**src/rtl/mmu_wr_sched.sv**
```systemverilog
// -----------------------------------------------------------------------------
// mmu_wr_sched
//   Credit-gated round-robin scheduler. Several vFPGA regions share one write
//   request port. A region can win the port only if it has already buffered
//   every write-data beat its request needs. Granted requests go out through a
//   single registered request channel. Their order is recorded in a small FIFO,
//   and the FIFO head tells the data path which region's beats to forward next.
//
// Ports
//   aclk, areset            clock, synchronous active-high reset
//   s_req_valid/len/ready   per-region request; ready is one-hot or zero and
//                           is driven combinationally in the grant cycle
//   wxfer                   one write-data beat buffered for region i (credit +1)
//   m_req_valid/len/id      registered downstream request, held until m_req_ready
//   m_req_ready             downstream accept
//   m_sel_valid/id/last     data steering from the grant-order FIFO head
//   dxfer                   one data beat forwarded for m_sel_id
// -----------------------------------------------------------------------------
module mmu_wr_sched #(
    parameter int N_REGIONS = 4,
    parameter int LEN_BITS  = 28,
    parameter int DATA_BITS = 512,
    parameter int SEQ_DEPTH = 8
) (
    input  logic                           aclk,
    input  logic                           areset,
    input  logic [N_REGIONS-1:0]           s_req_valid,
    input  logic [N_REGIONS*LEN_BITS-1:0]  s_req_len,
    output logic [N_REGIONS-1:0]           s_req_ready,
    input  logic [N_REGIONS-1:0]           wxfer,
    output logic                           m_req_valid,
    output logic [LEN_BITS-1:0]            m_req_len,
    output logic [$clog2(N_REGIONS)-1:0]   m_req_id,
    input  logic                           m_req_ready,
    output logic                           m_sel_valid,
    output logic [$clog2(N_REGIONS)-1:0]   m_sel_id,
    output logic                           m_sel_last,
    input  logic                           dxfer
);

    localparam int BEAT_BYTES = DATA_BITS / 8;
    localparam int BEAT_SHIFT = $clog2(BEAT_BYTES);
    localparam int NB_W       = LEN_BITS - BEAT_SHIFT + 1;
    localparam int ID_W       = $clog2(N_REGIONS);
    localparam int PTR_W      = $clog2(SEQ_DEPTH);

    localparam logic [0:0] ST_IDLE = 1'b0;
    localparam logic [0:0] ST_HOLD = 1'b1;

    // ---------------------------------------------------------------- state
    logic [0:0]          state_q,    state_d;
    logic [LEN_BITS-1:0] req_len_q,  req_len_d;
    logic [ID_W-1:0]     req_id_q,   req_id_d;
    logic [ID_W-1:0]     rr_ptr_q,   rr_ptr_d;
    logic [NB_W-1:0]     cnt_q [N_REGIONS];
    logic [NB_W-1:0]     cnt_d [N_REGIONS];
    logic [PTR_W:0]      wr_ptr_q,   wr_ptr_d;
    logic [PTR_W:0]      rd_ptr_q,   rd_ptr_d;
    logic [NB_W-1:0]     head_cnt_q, head_cnt_d;
    logic [ID_W-1:0]     fifo_id_q [SEQ_DEPTH];
    logic [NB_W-1:0]     fifo_nb_q [SEQ_DEPTH];

    // ---------------------------------------------------------------- decode
    logic [LEN_BITS-1:0]  len_a [N_REGIONS];
    logic [NB_W-1:0]      nb    [N_REGIONS];
    logic [N_REGIONS-1:0] eligible;

    // Beats needed = ceil(len / BEAT_BYTES): whole beats plus one for any tail.
    always_comb begin
        for (int i = 0; i < N_REGIONS; i++) begin
            len_a[i]    = s_req_len[i*LEN_BITS +: LEN_BITS];
            nb[i]       = NB_W'(len_a[i] >> BEAT_SHIFT) + NB_W'(|len_a[i][BEAT_SHIFT-1:0]);
            // Registered credits only: a beat arriving this cycle cannot fund this cycle's grant.
            eligible[i] = s_req_valid[i] && (cnt_q[i] >= nb[i]);
        end
    end

    // ---------------------------------------------------------------- FIFO status
    logic            fifo_empty, fifo_full, pop;
    logic [NB_W-1:0] head_nb;

    assign fifo_empty  = (wr_ptr_q == rd_ptr_q);
    assign fifo_full   = (wr_ptr_q[PTR_W] != rd_ptr_q[PTR_W]) &&
                         (wr_ptr_q[PTR_W-1:0] == rd_ptr_q[PTR_W-1:0]);
    assign head_nb     = fifo_nb_q[rd_ptr_q[PTR_W-1:0]];
    assign m_sel_valid = !fifo_empty;
    assign m_sel_id    = fifo_id_q[rd_ptr_q[PTR_W-1:0]];
    assign m_sel_last  = !fifo_empty && (head_cnt_q == head_nb - NB_W'(1));
    assign pop         = dxfer && m_sel_last;

    // ---------------------------------------------------------------- arbiter
    logic            can_issue, any_elig, grant_fire, grant_push;
    logic [ID_W-1:0] grant_id;
    logic [ID_W:0]   rr_sum;
    logic [NB_W-1:0] grant_nb;

    // A pop in the same cycle frees the slot a full FIFO needs, so issue can resume at once.
    assign can_issue = ((state_q == ST_IDLE) || m_req_ready) && (!fifo_full || pop);

    // Scan starting at rr_ptr and wrapping; the first eligible region wins.
    always_comb begin
        any_elig = 1'b0;
        grant_id = '0;
        rr_sum   = '0;
        for (int k = 0; k < N_REGIONS; k++) begin
            rr_sum = {1'b0, rr_ptr_q} + (ID_W+1)'(k);
            if (rr_sum >= (ID_W+1)'(N_REGIONS)) begin
                rr_sum = rr_sum - (ID_W+1)'(N_REGIONS);
            end
            if (!any_elig && eligible[rr_sum[ID_W-1:0]]) begin
                any_elig = 1'b1;
                grant_id = rr_sum[ID_W-1:0];
            end
        end
    end

    assign grant_fire  = any_elig && can_issue && !areset;
    assign grant_nb    = nb[grant_id];
    // Zero-length requests are acknowledged but never issued or queued.
    assign grant_push  = grant_fire && (grant_nb != '0);
    assign s_req_ready = grant_fire ? (N_REGIONS'(1) << grant_id) : '0;

    assign m_req_valid = (state_q == ST_HOLD);
    assign m_req_len   = req_len_q;
    assign m_req_id    = req_id_q;

    // ---------------------------------------------------------------- next state
    // NOTE: every always_comb output gets a default first, so no path leaves it unassigned and infers a latch.
    always_comb begin
        state_d    = state_q;
        req_len_d  = req_len_q;
        req_id_d   = req_id_q;
        rr_ptr_d   = rr_ptr_q;
        wr_ptr_d   = wr_ptr_q + (PTR_W+1)'(grant_push);
        rd_ptr_d   = rd_ptr_q + (PTR_W+1)'(pop);
        head_cnt_d = head_cnt_q;

        if ((state_q == ST_HOLD) && m_req_ready) begin
            state_d = ST_IDLE;
        end
        if (grant_push) begin
            state_d   = ST_HOLD;
            req_len_d = len_a[grant_id];
            req_id_d  = grant_id;
        end
        if (grant_fire) begin
            rr_ptr_d = (grant_id == ID_W'(N_REGIONS - 1)) ? '0 : grant_id + ID_W'(1);
        end

        if (pop) begin
            head_cnt_d = '0;
        end else if (dxfer && !fifo_empty) begin
            head_cnt_d = head_cnt_q + NB_W'(1);
        end

        // Beat arrival and grant debit both land in the same cycle; arrivals stop at all-ones.
        for (int i = 0; i < N_REGIONS; i++) begin
            cnt_d[i] = cnt_q[i]
                     + NB_W'(wxfer[i] && (cnt_q[i] != '1))
                     - ((grant_fire && (grant_id == ID_W'(i))) ? nb[i] : '0);
        end
    end

    // NOTE: sequential state uses non-blocking assignments so every flop samples pre-edge values.
    always_ff @(posedge aclk) begin
        if (areset) begin
            state_q    <= ST_IDLE;
            req_len_q  <= '0;
            req_id_q   <= '0;
            rr_ptr_q   <= '0;
            wr_ptr_q   <= '0;
            rd_ptr_q   <= '0;
            head_cnt_q <= '0;
            for (int i = 0; i < N_REGIONS; i++) cnt_q[i] <= '0;
        end else begin
            state_q    <= state_d;
            req_len_q  <= req_len_d;
            req_id_q   <= req_id_d;
            rr_ptr_q   <= rr_ptr_d;
            wr_ptr_q   <= wr_ptr_d;
            rd_ptr_q   <= rd_ptr_d;
            head_cnt_q <= head_cnt_d;
            for (int i = 0; i < N_REGIONS; i++) cnt_q[i] <= cnt_d[i];
        end
    end

    // NOTE: FIFO storage is left unreset; the pointers alone define which entries are valid.
    always_ff @(posedge aclk) begin
        if (grant_push) begin
            fifo_id_q[wr_ptr_q[PTR_W-1:0]] <= grant_id;
            fifo_nb_q[wr_ptr_q[PTR_W-1:0]] <= grant_nb;
        end
    end

endmodule
```
**config.mk**
```make
export PLATFORM = sky130hd
export DESIGN_NAME = mmu_wr_sched
export DESIGN_NICKNAME = d
export VERILOG_FILES = /design/src/rtl/mmu_wr_sched.sv
export SDC_FILE = /design/constraint.sdc
export NUM_CORES = 1
export LEC_CHECK = 0
export CORE_MARGIN = 4
export CORE_UTILIZATION = 45
export DETAILED_ROUTE_END_ITERATION = 10
export PLACE_DENSITY = 0.61
export SYNTH_ARGS = -nofsm -noshare
export SYNTH_HDL_FRONTEND = slang
export SYNTH_SLANG_ARGS = --single-unit
```
**constraint.sdc**
```tcl
create_clock -name aclk -period 24.5 [get_ports aclk]
set_clock_uncertainty 0.05 [all_clocks]
set_input_delay 4.9 -clock aclk [delete_from_list [all_inputs] [get_ports aclk]]
set_output_delay 4.9 -clock aclk [all_outputs]
set_load 0.05 [all_outputs]
```
==> impl_metrics.env <==
export IMPL_multi_input_area_mm2=0.0146
export IMPL_mappedNetlistNets=2740
export IMPL_overflow=0
export IMPL_grt_start_max_net_pins=93
export IMPL_finalWorstSetupSlack_ps=7510
export IMPL_tightestPinTransition_ps=1080
export IMPL_finalHoldViolCount=0
export IMPL_drt_first_iter_violations=1431
export IMPL_cts_buffer_depth=3
export IMPL_ys_types=83
export IMPL_regToRegEndpoint="cnt_q[2][22]"
export IMPL_route_detailed_drc=0
export IMPL_post_dp_hpwl_um=56300
export IMPL_slew_headroom=0.259
export IMPL_post_cts_buffers=0
export IMPL_cts_root_buf="clkbuf_16"
export IMPL_synthFlopType="edfxtp_1"
export IMPL_detail_route_wl_per_cell_um=22.8
export IMPL_dieArea_mm2=0.0578
export IMPL_cp_start_kind="input port"
export IMPL_p_int_mw=2.03
export IMPL_cts_max_level=2
export IMPL_numCtsBuffers=41
export IMPL_power_density_mw_per_mm2=128
export IMPL_r2r_setup_slack_ps=14980
export IMPL_path_class="in -> out"
export IMPL_ys_seq_elements=356
export IMPL_cap_violations=0
export IMPL_regArea_mm2=0.00913
export IMPL_grt_pass1_wl_um=110000
export IMPL_synth_avg_cell_area_um2=10.5
export IMPL_routabilityCongestion=0.939
export IMPL_vias=18676
export IMPL_r2r_start="rd_ptr_q[0]"
export IMPL_max_freq_mhz=58.9
export IMPL_min_path_cells=2
export IMPL_area_growth_pct=14.9
export IMPL_yosysWarnings=0
export IMPL_netlist_area_mm2=0.0243
export IMPL_status="completed"
export IMPL_setup_viol=0
export IMPL_fillers=4772
export IMPL_ios=163
export IMPL_async_flop_share=0
export IMPL_reg2reg_depth=32
export IMPL_drt_total_wl_um=72800
export IMPL_tns_ps=0
export IMPL_nets=2884
export IMPL_pwr_share_comb=0.567
export IMPL_worstPathRequired_ps=19550
export IMPL_p_sw_mw=1.54
export IMPL_path_clk_slew_ps=60
export IMPL_antenna_found_initial=1
export IMPL_core_mm2=0.0531
export IMPL_final_max_slew_viol_count=0
export IMPL_seqPwrFrac=0.260
export IMPL_ys_seq_area_frac=0.375
export IMPL_power_frac_clock=0.173
export IMPL_cts_hold_buffers=0
export IMPL_hp_start="rr_ptr_q[0]"
export IMPL_worstSetupEndpointType="output port"
export IMPL_ant_nets=0
export IMPL_rsz0062_at_grt="false"
export IMPL_cts_sinks=356
export IMPL_drive_gt1_frac=0.0788
export IMPL_antenna_cells=0
export IMPL_first_global_vias=18944
export IMPL_ir_drop_uv=75.3
export IMPL_rows=84
export IMPL_crit_fanout=47
export IMPL_cts_resized=0
export IMPL_leakagePower_nw=10.6
export IMPL_port_buffer_count=162
export IMPL_worst_endpoint_arrival_ps=12040
export IMPL_period_minus_slack_ps=16990
export IMPL_fp_dieW_um=240
export IMPL_dr_pass1_iters=5
export IMPL_cts_tree="done"
export IMPL_initial_core_util=0.458
export IMPL_insertion_delay_ps=580
export IMPL_pre_cts_ws_ps=7530
export IMPL_min_period_over_period=0.693
export IMPL_vias_per_cell=5.86
export IMPL_grtUsageTotal=0.250
export IMPL_hold_path_end="rr_ptr_q[0]"
export IMPL_hp_class="reg -> reg"
export IMPL_die_h_um=240
export IMPL_synth_edf_count=200
export IMPL_syn_inst=2326
export IMPL_p_sw_frac=0.431
==> layout make-up <==
type	count	area share
Tap cell	688	0.0308
Timing Repair Buffer	182	0.0633
Clock buffer	51	0.0399
Sequential cell	356	0.327
Multi-Input combinational cell	1826	0.522
Inverter	63	0.00846
Clock inverter	22	0.00820
==> worst max-delay path by stage <==
| stage | slack [ps] | depth (start not counted) | from | end |
|---|---|---|---|---|
| final | 7510 | 24 | s_req_len[2] | s_req_ready[3] |
| after global routing | 7170 | 25 | s_req_len[87] | s_req_ready[3] |
| after CTS | 7490 | 24 | s_req_len[2] | s_req_ready[3] |
| after detailed placement | 7530 | 24 | s_req_len[2] | s_req_ready[3] |
| after global placement | 7630 | 24 | s_req_len[2] | s_req_ready[3] |
| after floorplan | 9250 | 28 | s_req_len[2] | s_req_ready[0] |
==> power by group through the flow <==
| stage | registers (mW) | clock network (mW) | logic, mW |
|---|---|---|---|
| global route | 0.938 | 0.655 | 2.25 |
| detailed placement | 0.938 | 0 | 2.00 |
| CTS | 0.927 | 0.631 | 2.02 |
| floorplan | 0.956 | 0 | 1.46 |
| global placement | 0.937 | 0 | 1.95 |
| finish | 0.928 | 0.617 | 2.02 |
==> cell usage after synthesis (8+ instances only) <==
library cell | count | area (um^2)
o211ai_1 | 8 | 60.1
dfxtp_1 | 156 | 3120
o21a_1 | 8 | 60.1
a31oi_1 | 13 | 81.3
buf_2 | 19 | 95.1
o21ai_0 | 53 | 265
xor2_1 | 103 | 902
edfxtp_1 | 200 | 6010
a211oi_1 | 34 | 255
nand2b_1 | 105 | 657
inv_1 | 62 | 233
mux2i_1 | 100 | 1000
or3_1 | 22 | 138
o21ai_1 | 8 | 40.0
mux4_2 | 50 | 1130
a21oi_1 | 104 | 521
ha_1 | 286 | 3580
a221o_1 | 22 | 220
nor4_1 | 10 | 62.6
nor2_1 | 175 | 657
nor2b_1 | 74 | 463
xnor2_1 | 113 | 990
nand3_1 | 74 | 370
clkbuf_1 | 45 | 169
and2_1 | 12 | 75.1
and3_1 | 55 | 344
nand2_1 | 116 | 435
nand4_1 | 52 | 325
nor3_1 | 53 | 265
mux2_2 | 27 | 304
a21o_1 | 32 | 240
==> critical path: stages <==
cell	delay (ps)
clkdlybuf4s50_1	420
nor4_1	700
nand2_1	140
ha_1	250
ha_1	220
and2_1	180
and3_1	200
and4_1	270
nand3_1	120
xor2_1	310
ha_1	300
a21oi_1	130
nor2_1	50
a211oi_1	200
o21a_1	150
o211ai_1	190
nand2_1	200
o221ai_2	150
a21oi_4	610
buf_4	740
ha_1	260
o211a_1	150
buf_4	270
clkdlybuf4s50_1	870
==> logic make-up (layout without fill, tap and decap cells) <==
logic type	after synthesis	count (layout)	synth area share
compound gates	347	347	0.0966
buf+inv	144	318	0.0263
mux	177	177	0.100
flops	356	356	0.375
xor+xnor	216	216	0.0778
simple gates	796	796	0.173
fa+ha+maj	290	290	0.150
==> placed cells by master, fill, tap and decap left out, types with 27 or more instances in the layout <==
master           synthesis  routed
a211oi_1                34      34
a21o_1                  32      32
a21oi_1                104     104
and3_1                  55      55
clkbuf_16                0      42
clkdlybuf4s50_1          0     161
dfxtp_1                156     154
edfxtp_1               200     200
ha_1                   286     286
inv_1                   62      62
mux2_2                  27      27
mux2i_1                100     100
mux4_2                  50      50
nand2_1                116     116
nand2b_1               105     105
nand3_1                 74      74
nand4_1                 52      52
nor2_1                 175     174
nor2b_1                 74      74
nor3_1                  53      52
o21ai_0                 53      53
xnor2_1                113     113
xor2_1                 103     103
==> registers in the layout, indices dropped and copies added, names as in the netlist <==
signal and count:
cnt_q 92, fifo_id_q 16, fifo_nb_q 184, head_cnt_q 23, m_req_id 2, m_req_len 28
m_req_valid 1, rd_ptr_q 4, rr_ptr_q 2, wr_ptr_q 4
==> metrics by stage <==
stage          total power [mW]  utilization  cells  hold WS [ps]  area [um^2]
2_1_floorplan              2.42            -   2326           428        24300
3_3_place_gp               2.89        0.501   3115           458        26600
3_5_place_dp               2.94        0.501   3115           470        26600
4_1_cts                    3.57        0.526   3188           488        27900
5_1_grt                    3.84        0.526   3188           500        27900
6_report                   3.57        0.526   3188           488        27900
==> layer usage <==
| metal | vias up | wire length [um] | global-route usage |
|---|---|---|---|
| li1 | 8907 | - | - |
| met1 | 9111 | 32200 | 0.339 |
| met2 | 555 | 34200 | 0.419 |
| met3 | 103 | 4190 | 0.0373 |
| met4 | 0 | 2200 | 0.0712 |
| met5 | - | 0 | 0 |
(Power assumes the default switching activity.)
